$ cat src/rtl/uart_rx_param.sv
// Parametrised UART receiver: synchronised, oversampled RX line decoded into words
// with optional parity, 1-2 stop bits, valid/ready output and error/overrun reporting.
module uart_rx_param #(
  parameter int BAUD_DIV   = 27,
  parameter int OVERSAMPLE = 16,
  parameter int DATA_BITS  = 8,
  parameter int PARITY     = 0,
  parameter int STOP_BITS  = 1
) (
  input  logic                 clk,
  input  logic                 rst_n,
  input  logic                 i_rx_d,
  output logic [DATA_BITS-1:0] o_data,
  output logic                 o_valid,
  input  logic                 i_ready,
  output logic                 o_parity_err,
  output logic                 o_frame_err,
  output logic                 o_overrun,
  output logic                 o_busy
);

  localparam int BW = (BAUD_DIV > 1) ? $clog2(BAUD_DIV) : 1;
  localparam int SW = $clog2(OVERSAMPLE);

  localparam logic [BW-1:0] BAUD_LAST = BW'(BAUD_DIV - 1);
  localparam logic [BW-1:0] BAUD_ONE  = BW'(1);
  localparam logic [SW-1:0] S_LAST    = SW'(OVERSAMPLE - 1);
  localparam logic [SW-1:0] S_ONE     = SW'(1);
  localparam logic [SW-1:0] S_MID_M1  = SW'(OVERSAMPLE / 2 - 1);
  localparam logic [SW-1:0] S_MID     = SW'(OVERSAMPLE / 2);
  localparam logic [SW-1:0] S_MID_P1  = SW'(OVERSAMPLE / 2 + 1);
  localparam logic [3:0]    DATA_LAST = 4'(DATA_BITS - 1);
  localparam logic [3:0]    STOP_LAST = 4'(STOP_BITS - 1);
  localparam logic          ODD_PAR   = (PARITY == 1);

  typedef enum logic [2:0] {
    ST_IDLE   = 3'd0,
    ST_START  = 3'd1,
    ST_DATA   = 3'd2,
    ST_PARITY = 3'd3,
    ST_STOP   = 3'd4
  } state_t;

  function automatic logic majority3(input logic a, input logic b, input logic c);
    return (a & b) | (a & c) | (b & c);
  endfunction

  function automatic logic parity_bit(input logic [DATA_BITS-1:0] d, input logic odd);
    return (^d) ^ odd;
  endfunction

  logic                 sync1_r, sync2_r;
  logic [BW-1:0]        baud_cnt_r;
  logic [SW-1:0]        s_cnt_r;
  logic [3:0]           bit_cnt_r;
  logic [DATA_BITS-1:0] shift_r;
  logic                 samp_a_r, samp_b_r;
  logic                 perr_r, ferr_r, armed_r;
  state_t               state_r;
  logic                 rxs_s, tick_s, bit_s;

  assign rxs_s  = sync2_r;
  assign tick_s = (baud_cnt_r == BAUD_LAST);
  assign bit_s  = majority3(samp_a_r, samp_b_r, rxs_s);

  // Two-flop synchroniser for the asynchronous RX line (idles high)
  always_ff @(posedge clk or negedge rst_n) begin
    if (!rst_n) begin
      sync1_r <= 1'b1;
      sync2_r <= 1'b1;
    end else begin
      sync1_r <= i_rx_d;
      sync2_r <= sync1_r;
    end
  end

  // Free-running sample-tick divider
  always_ff @(posedge clk or negedge rst_n) begin
    if (!rst_n) begin
      baud_cnt_r <= '0;
    end else if (baud_cnt_r == BAUD_LAST) begin
      baud_cnt_r <= '0;
    end else begin
      baud_cnt_r <= baud_cnt_r + BAUD_ONE;
    end
  end

  // Frame FSM, bit sampling and output handshake
  always_ff @(posedge clk or negedge rst_n) begin
    if (!rst_n) begin
      state_r      <= ST_IDLE;
      s_cnt_r      <= '0;
      bit_cnt_r    <= 4'd0;
      shift_r      <= '0;
      samp_a_r     <= 1'b1;
      samp_b_r     <= 1'b1;
      perr_r       <= 1'b0;
      ferr_r       <= 1'b0;
      armed_r      <= 1'b1;
      o_data       <= '0;
      o_valid      <= 1'b0;
      o_parity_err <= 1'b0;
      o_frame_err  <= 1'b0;
      o_overrun    <= 1'b0;
      o_busy       <= 1'b0;
    end else begin
      o_overrun <= 1'b0;
      if (o_valid && i_ready) begin
        o_valid <= 1'b0;
      end
      // After a break, start detection waits for the line to return high
      if (!armed_r && rxs_s) begin
        armed_r <= 1'b1;
      end
      if (tick_s) begin
        case (state_r)
          ST_IDLE: begin
            if (armed_r && !rxs_s) begin
              state_r <= ST_START;
              s_cnt_r <= '0;
              o_busy  <= 1'b1;
            end
          end
          default: begin
            s_cnt_r <= (s_cnt_r == S_LAST) ? '0 : s_cnt_r + S_ONE;
            if (s_cnt_r == S_MID_M1) begin
              samp_a_r <= rxs_s;
            end
            if (s_cnt_r == S_MID) begin
              samp_b_r <= rxs_s;
            end
            if (s_cnt_r == S_MID_P1) begin
              case (state_r)
                ST_START: begin
                  if (bit_s) begin
                    state_r <= ST_IDLE;
                    o_busy  <= 1'b0;
                  end
                end
                ST_DATA: begin
                  shift_r <= {bit_s, shift_r[DATA_BITS-1:1]};
                end
                ST_PARITY: begin
                  if (bit_s != parity_bit(shift_r, ODD_PAR)) begin
                    perr_r <= 1'b1;
                  end
                end
                ST_STOP: begin
                  if (!bit_s) begin
                    ferr_r <= 1'b1;
                  end
                  if (bit_cnt_r == STOP_LAST) begin
                    state_r <= ST_IDLE;
                    o_busy  <= 1'b0;
                    armed_r <= bit_s;
                    if (!o_valid || i_ready) begin
                      o_data       <= shift_r;
                      o_parity_err <= perr_r;
                      o_frame_err  <= ferr_r | ~bit_s;
                      o_valid      <= 1'b1;
                    end else begin
                      o_overrun <= 1'b1;
                    end
                  end
                end
                default: begin
                  state_r <= ST_IDLE;
                  o_busy  <= 1'b0;
                end
              endcase
            end else if (s_cnt_r == S_LAST) begin
              case (state_r)
                ST_START: begin
                  state_r   <= ST_DATA;
                  bit_cnt_r <= 4'd0;
                  perr_r    <= 1'b0;
                  ferr_r    <= 1'b0;
                end
                ST_DATA: begin
                  if (bit_cnt_r == DATA_LAST) begin
                    bit_cnt_r <= 4'd0;
                    state_r   <= (PARITY != 0) ? ST_PARITY : ST_STOP;
                  end else begin
                    bit_cnt_r <= bit_cnt_r + 4'd1;
                  end
                end
                ST_PARITY: begin
                  state_r   <= ST_STOP;
                  bit_cnt_r <= 4'd0;
                end
                ST_STOP: begin
                  bit_cnt_r <= bit_cnt_r + 4'd1;
                end
                default: begin
                  state_r <= ST_IDLE;
                  o_busy  <= 1'b0;
                end
              endcase
            end
          end
        endcase
      end
    end
  end

endmodule

$ cat config.mk
export PLATFORM = sky130hd
export DESIGN_NAME = uart_rx_param
export DESIGN_NICKNAME = d
export VERILOG_FILES = /design/src/rtl/uart_rx_param.sv
export SDC_FILE = /design/constraint.sdc
export NUM_CORES = 1
export LEC_CHECK = 0
export BUFFER_PORTS_ARGS = -buffer_cell sky130_fd_sc_hd__buf_2
export CAP_MARGIN = 20
export CORE_ASPECT_RATIO = 0.75
export CORE_MARGIN = 2
export CORE_UTILIZATION = 30
export DETAILED_ROUTE_END_ITERATION = 8
export SETUP_SLACK_MARGIN = 0.5
export SLEW_MARGIN = 20
export SYNTH_ARGS = -nofsm -noshare
export SYNTH_HDL_FRONTEND = slang
export SYNTH_SLANG_ARGS = --single-unit
$ cat constraint.sdc
create_clock -name clk -period 2.5 [get_ports clk]
set_clock_uncertainty 0.1 [all_clocks]
set_input_delay 0.25 -clock clk [delete_from_list [all_inputs] [get_ports clk]]
set_output_delay 0.25 -clock clk [all_outputs]
set_load 0.005 [all_outputs]
=== Yosys cells after proc, flatten, opt, wreduce, memory -nomap -nowiden ===
Index checks and enable logic that the tools add are counted.
Widths: inputs -> output; s select.

* Flip-flop bits (word level): 44
* Bits of input ports: 4
* Output and inout port bits: 13
* Logic and storage cells: 130

* Equality and inequality tests: 23
* Bitwise gates (word level): 9
* Add/sub/neg operators: 3
* Reductions and logical operators: 27
* Muxes and demuxes: 50

{| class="wikitable"
|+ Operators by type and width
! cell !! number
|-
| $mux 1 || 34
|-
| $mux 3 || 7
|-
| $reduce_and 6->1 || 3
|-
| $mux 4 || 4
|-
| $eq 4x4->1 const B || 3
|-
| $pmux 3 s4 || 1
|-
| $pmux 4 s3 || 1
|-
| $pmux 3 s3 || 1
|-
| $add 4x1->4 const B || 2
|-
| $eq 4x3->1 const B || 2
|-
| $ne 4x4->1 const B || 2
|-
| $reduce_and 8->1 || 1
|-
| $reduce_xor 8->1 || 1
|-
| $reduce_and 7->1 || 1
|-
| $eq 3x2->1 const B || 2
|-
| $ne 2x1->1 const B || 3
|-
| $ne 3x3->1 const B || 2
|-
| $reduce_and 3->1 || 2
|-
| $reduce_bool 3->1 || 2
|-
| $add 5x1->5 const B || 1
|-
| $eq 5x5->1 const B || 1
|-
| $mux 5 || 1
|-
| $reduce_and 5->1 || 1
|-
| $logic_not 4->1 || 1
|-
| other kinds (20) || 33
|}

=== Longest topological paths before layout ===
* Word-level depth: 8
* Gate-level depth with buffers: 8

=== Worst setup path before layout ===
No wires, ideal clock.

* Path type: reg2reg
* Start point: register bit_cnt_r[0]
* End point: register o_data[0]
* Required time: 2.275 ns
* Stages on the path, launching flop included: 8
* Library setup time: 0.125 ns
* Path slack: 0.560 ns
* Arrival time: 1.715 ns
* Buffers on the path: 1
* Clock period less this slack: 1.940 ns
* Cells stage by stage: dfrtp_1 > inv_1 > ha_1 > nor3b_1 > nand4_4 > nor2b_1 > buf_4 > mux2_2

* Word-level cells in the longest chain between the ends: 2

{| class="wikitable"
|+ RTL lines
! what !! line !! RTL
|-
| start, declared || 55 || <nowiki>logic [3:0] bit_cnt_r;</nowiki>
|-
| start signal, assigned || 184 || <nowiki>bit_cnt_r <= bit_cnt_r + 4'd1;</nowiki>
|-
| start signal, assigned || 192 || <nowiki>bit_cnt_r <= bit_cnt_r + 4'd1;</nowiki>
|-
| $logic_not 4->1 || 152 || <nowiki>if (bit_cnt_r == STOP_LAST) begin</nowiki>
|-
| $reduce_and 6->1 (no source line) || - ||
|-
| end signal, assigned || 157 || <nowiki>o_data <= shift_r;</nowiki>
|-
| end, declared || 13 || <nowiki>output logic [DATA_BITS-1:0] o_data,</nowiki>
|}

No other way between the ends.
A chain may end at the register's enable or synchronous reset.

=== Final worst setup path ===
* Start point: register baud_cnt_r[0]
* End point: register o_data[0]

* Word-level cells in the longest chain between the ends: 2

{| class="wikitable"
|+ RTL lines
! what !! line !! RTL
|-
| start, declared || 53 || <nowiki>logic [BW-1:0] baud_cnt_r;</nowiki>
|-
| start signal, assigned || 84 || <nowiki>baud_cnt_r <= baud_cnt_r + BAUD_ONE;</nowiki>
|-
| $eq 5x5->1 || 63 || <nowiki>assign tick_s = (baud_cnt_r == BAUD_LAST);</nowiki>
|-
| $reduce_and 6->1 (no source line) || - ||
|}

No other way between the ends.

==> results.sh <==
export IMPL_status="finished clean"
export IMPL_crit_path_max_incr_delay_ps=400
export IMPL_final_setup_tns_ps=0
export IMPL_period_needed_ps=1940
export IMPL_gp_congestion=0.829
export IMPL_crit_arrival_ps=2020
export IMPL_ant_nets=0
export IMPL_overflow=0
export IMPL_grt_use_met1=0.158
export IMPL_reg2reg_depth=7
export IMPL_synth_edf_count=0
export IMPL_use_met3=0.0312
export IMPL_async_flop_share=1.00
export IMPL_end_kind="flop"
export IMPL_wl_um=4190
export IMPL_die_h_um=79.0
export IMPL_ff2ff_setup_slack_ps=560
export IMPL_final_common_cell="dfrtp_1"
export IMPL_busiest_layer="met1"
export IMPL_avgSynthCellArea_um2=11.3
export IMPL_maxSlewViolCount=0
export IMPL_fp_row_count=27
export IMPL_vias=1552
export IMPL_yosysWarningCount=0
export IMPL_crit_required_ps=2580
export IMPL_numPortBuffers=16
export IMPL_synthFlopType="dfrtp_1"
export IMPL_final_layout_size_suffix_gt1_frac=0.319
export IMPL_post_drt_via_cell_ratio=4.70
export IMPL_die_area_um2=8210
export IMPL_critPathKind="flop to flop"
export IMPL_path_max_fanout=5
export IMPL_syn_num_nets=210
export IMPL_ctsHtreeMaxLevel=2
export IMPL_slowest_stage="dfrtp_1"
export IMPL_p_leak_uw=0.00123
export IMPL_cts_buffers=5
export IMPL_drtPass1Iterations=4
export IMPL_clock_sink_count=44
export IMPL_min_path_type="input pin to flop"
export IMPL_drtIter0Drc=91
export IMPL_hold_viol=0
export IMPL_cp_start_kind="flop"
export IMPL_place_hpwl_um=2900
export IMPL_syn_inst=199
export IMPL_wl_per_cell_um=12.7
export IMPL_cts_tree="done"
export IMPL_cp_top_family="simple AND/OR/NAND/NOR gates"
export IMPL_start_util=0.308
export IMPL_final_cell_mix="dfrtp_1, mux2_2, buf_2"
export IMPL_worstReg2RegStart="baud_cnt_r[0]"
export IMPL_drc=0
export IMPL_clock_root_buffer="clkbuf_8"
export IMPL_path_depth=7
export IMPL_cp_buffers_inverters=2
export IMPL_max_cap_violations=0
export IMPL_nets=239
export IMPL_grt_pass1_vias=1356
export IMPL_grt_use_total=0.104
export IMPL_gr_usage_met2=0.138
export IMPL_ios=17
export IMPL_hold_slack_ps=142
export IMPL_cp_cell_sequence="inv_1, ha_2, and4b_2, nand4_4, nor2b_4, buf_6, mux2_2"
export IMPL_die_w_um=104
export IMPL_max_clock_freq_ghz=0.516
export IMPL_powerDensity_nw_per_um2=486
export IMPL_hold_path_depth=3
export IMPL_diodes=0
export IMPL_fp_coreArea_um2=7300
export IMPL_setup_worst_path_end="o_data[0]"
export IMPL_grt_max_degree=31
export IMPL_max_slew_worst_pin_slew_ps=484
export IMPL_seq_area_frac_synth=0.492
export IMPL_critPathLaunch="baud_cnt_r[0]"
export IMPL_area_delta_synth_final_pct=18.4
export IMPL_rsz0062_at_grt="true"
export IMPL_reg2reg_to="o_data[0]"
export IMPL_synth_distinct_cells=48
export IMPL_ys_seq_elements=44
export IMPL_antenna_found_initial=0
export IMPL_slew_headroom=0.674
export IMPL_clk_pin_slew_ps=80
export IMPL_setup_viol_count_final=0
export IMPL_vdd_drop_max_uv=308
export IMPL_syn_area_um2=2250
export IMPL_fin_crit_sh=0.775
export IMPL_insertion_delay_ps=300
export IMPL_grt_pass1_wl_um=6810
export IMPL_cts_path_max_buffers=2
==> logic make-up after synthesis <==
| logic type | after synthesis | share of synthesized area |
|---|---|---|
| buf+inv | 20 | 0.0484 |
| compound gates | 38 | 0.116 |
| simple gates | 60 | 0.159 |
| flops | 44 | 0.492 |
| mux | 20 | 0.100 |
| xor+xnor | 9 | 0.0412 |
| fa+ha+maj | 8 | 0.0434 |
==> registers in the layout, summed over array words and instances (netlist names) <==
name / flops
armed_r: 1
baud_cnt_r: 5
bit_cnt_r: 4
ferr_r: 1
o_busy: 1
o_data: 8
o_frame_err: 1
o_overrun: 1
o_parity_err: 1
o_valid: 1
perr_r: 1
rxs_s: 1
s_cnt_r: 4
samp_a_r: 1
samp_b_r: 1
shift_r: 8
state_r: 3
sync1_r: 1
==> synthesized netlist by cell type, types with 4 or more instances <==
library cell  number  area, um2
buf_4              5       37.5
dfrtp_1           39        976
dfstp_2            5        131
ha_1               7       87.6
inv_1             10       37.5
mux2_2            19        214
nand2_1           15       56.3
nand3_1            7       35.0
nor2_1            12       45.0
o211ai_1           4       30.0
o21ai_0           13       65.1
xnor2_1            7       61.3
==> area by class of cell <==
cell class	count	area [um2]
clock buffer	6	72.6
clock inverter	2	35.0
timing repair buffer	32	216
multi-input combinational	135	1070
sequential	44	1110
inverter	10	37.5
tap	101	126
fill	751	4630
==> power by group <==
part           switching [uW]  total, uW  internal [uW]
combinational            24.3       35.8           11.5
clock                     242        539            297
sequential               4.83        721            716
total                     271       1300           1020
==> metrics by stage <==
| stage | util | std cells | cell area, um2 | power, uW | setup WS [ps] |
|---|---|---|---|---|---|
| final | 0.365 | 330 | 2660 | 1300 | 563 |
| after global routing | 0.365 | 330 | 2660 | 1350 | 471 |
| after CTS | 0.352 | 322 | 2570 | 1310 | 497 |
| after detailed placement | 0.332 | 311 | 2420 | 768 | 315 |
| after global placement | 0.332 | 311 | 2420 | 768 | 369 |
| after floorplan | - | 199 | 2250 | 746 | 560 |
==> timing repair <==
item,CTS,global route
gates cloned,0,1
gates resized for setup,4,10
setup buffers,1,7
endpoints found under the hold margin,15,0
endpoints found under the setup margin,12,16
hold buffers,2,0
==> layer usage <==
layer	vias to the layer above	share of wire
met5	-	0
met2	38	0.39
met3	5	0.054
met4	0	0.0088
li1	760	-
met1	749	0.55
==> worst min-delay path by stage <==
stage / start / end / slack (ps)
final: i_ready / o_overrun / 140
after global routing: i_ready / o_valid / 160
after CTS: i_ready / o_overrun / 140
after global placement: rst_n / s_cnt_r[0] / 80
after floorplan: rst_n / baud_cnt_r[0] / -150
after detailed placement: rst_n / s_cnt_r[0] / 80
==> worst register-to-register path: cells and delay by family, from the launching register on <==
kind / cells / cell delay, ps
AND/OR/NAND/NOR: 3 / 620
multiplexers: 1 / 330
adder cells (fa/ha/maj): 1 / 180
buffers and inverters: 2 / 210
flip-flops: 1 / 400
Power figures use the tool's default switching activity.
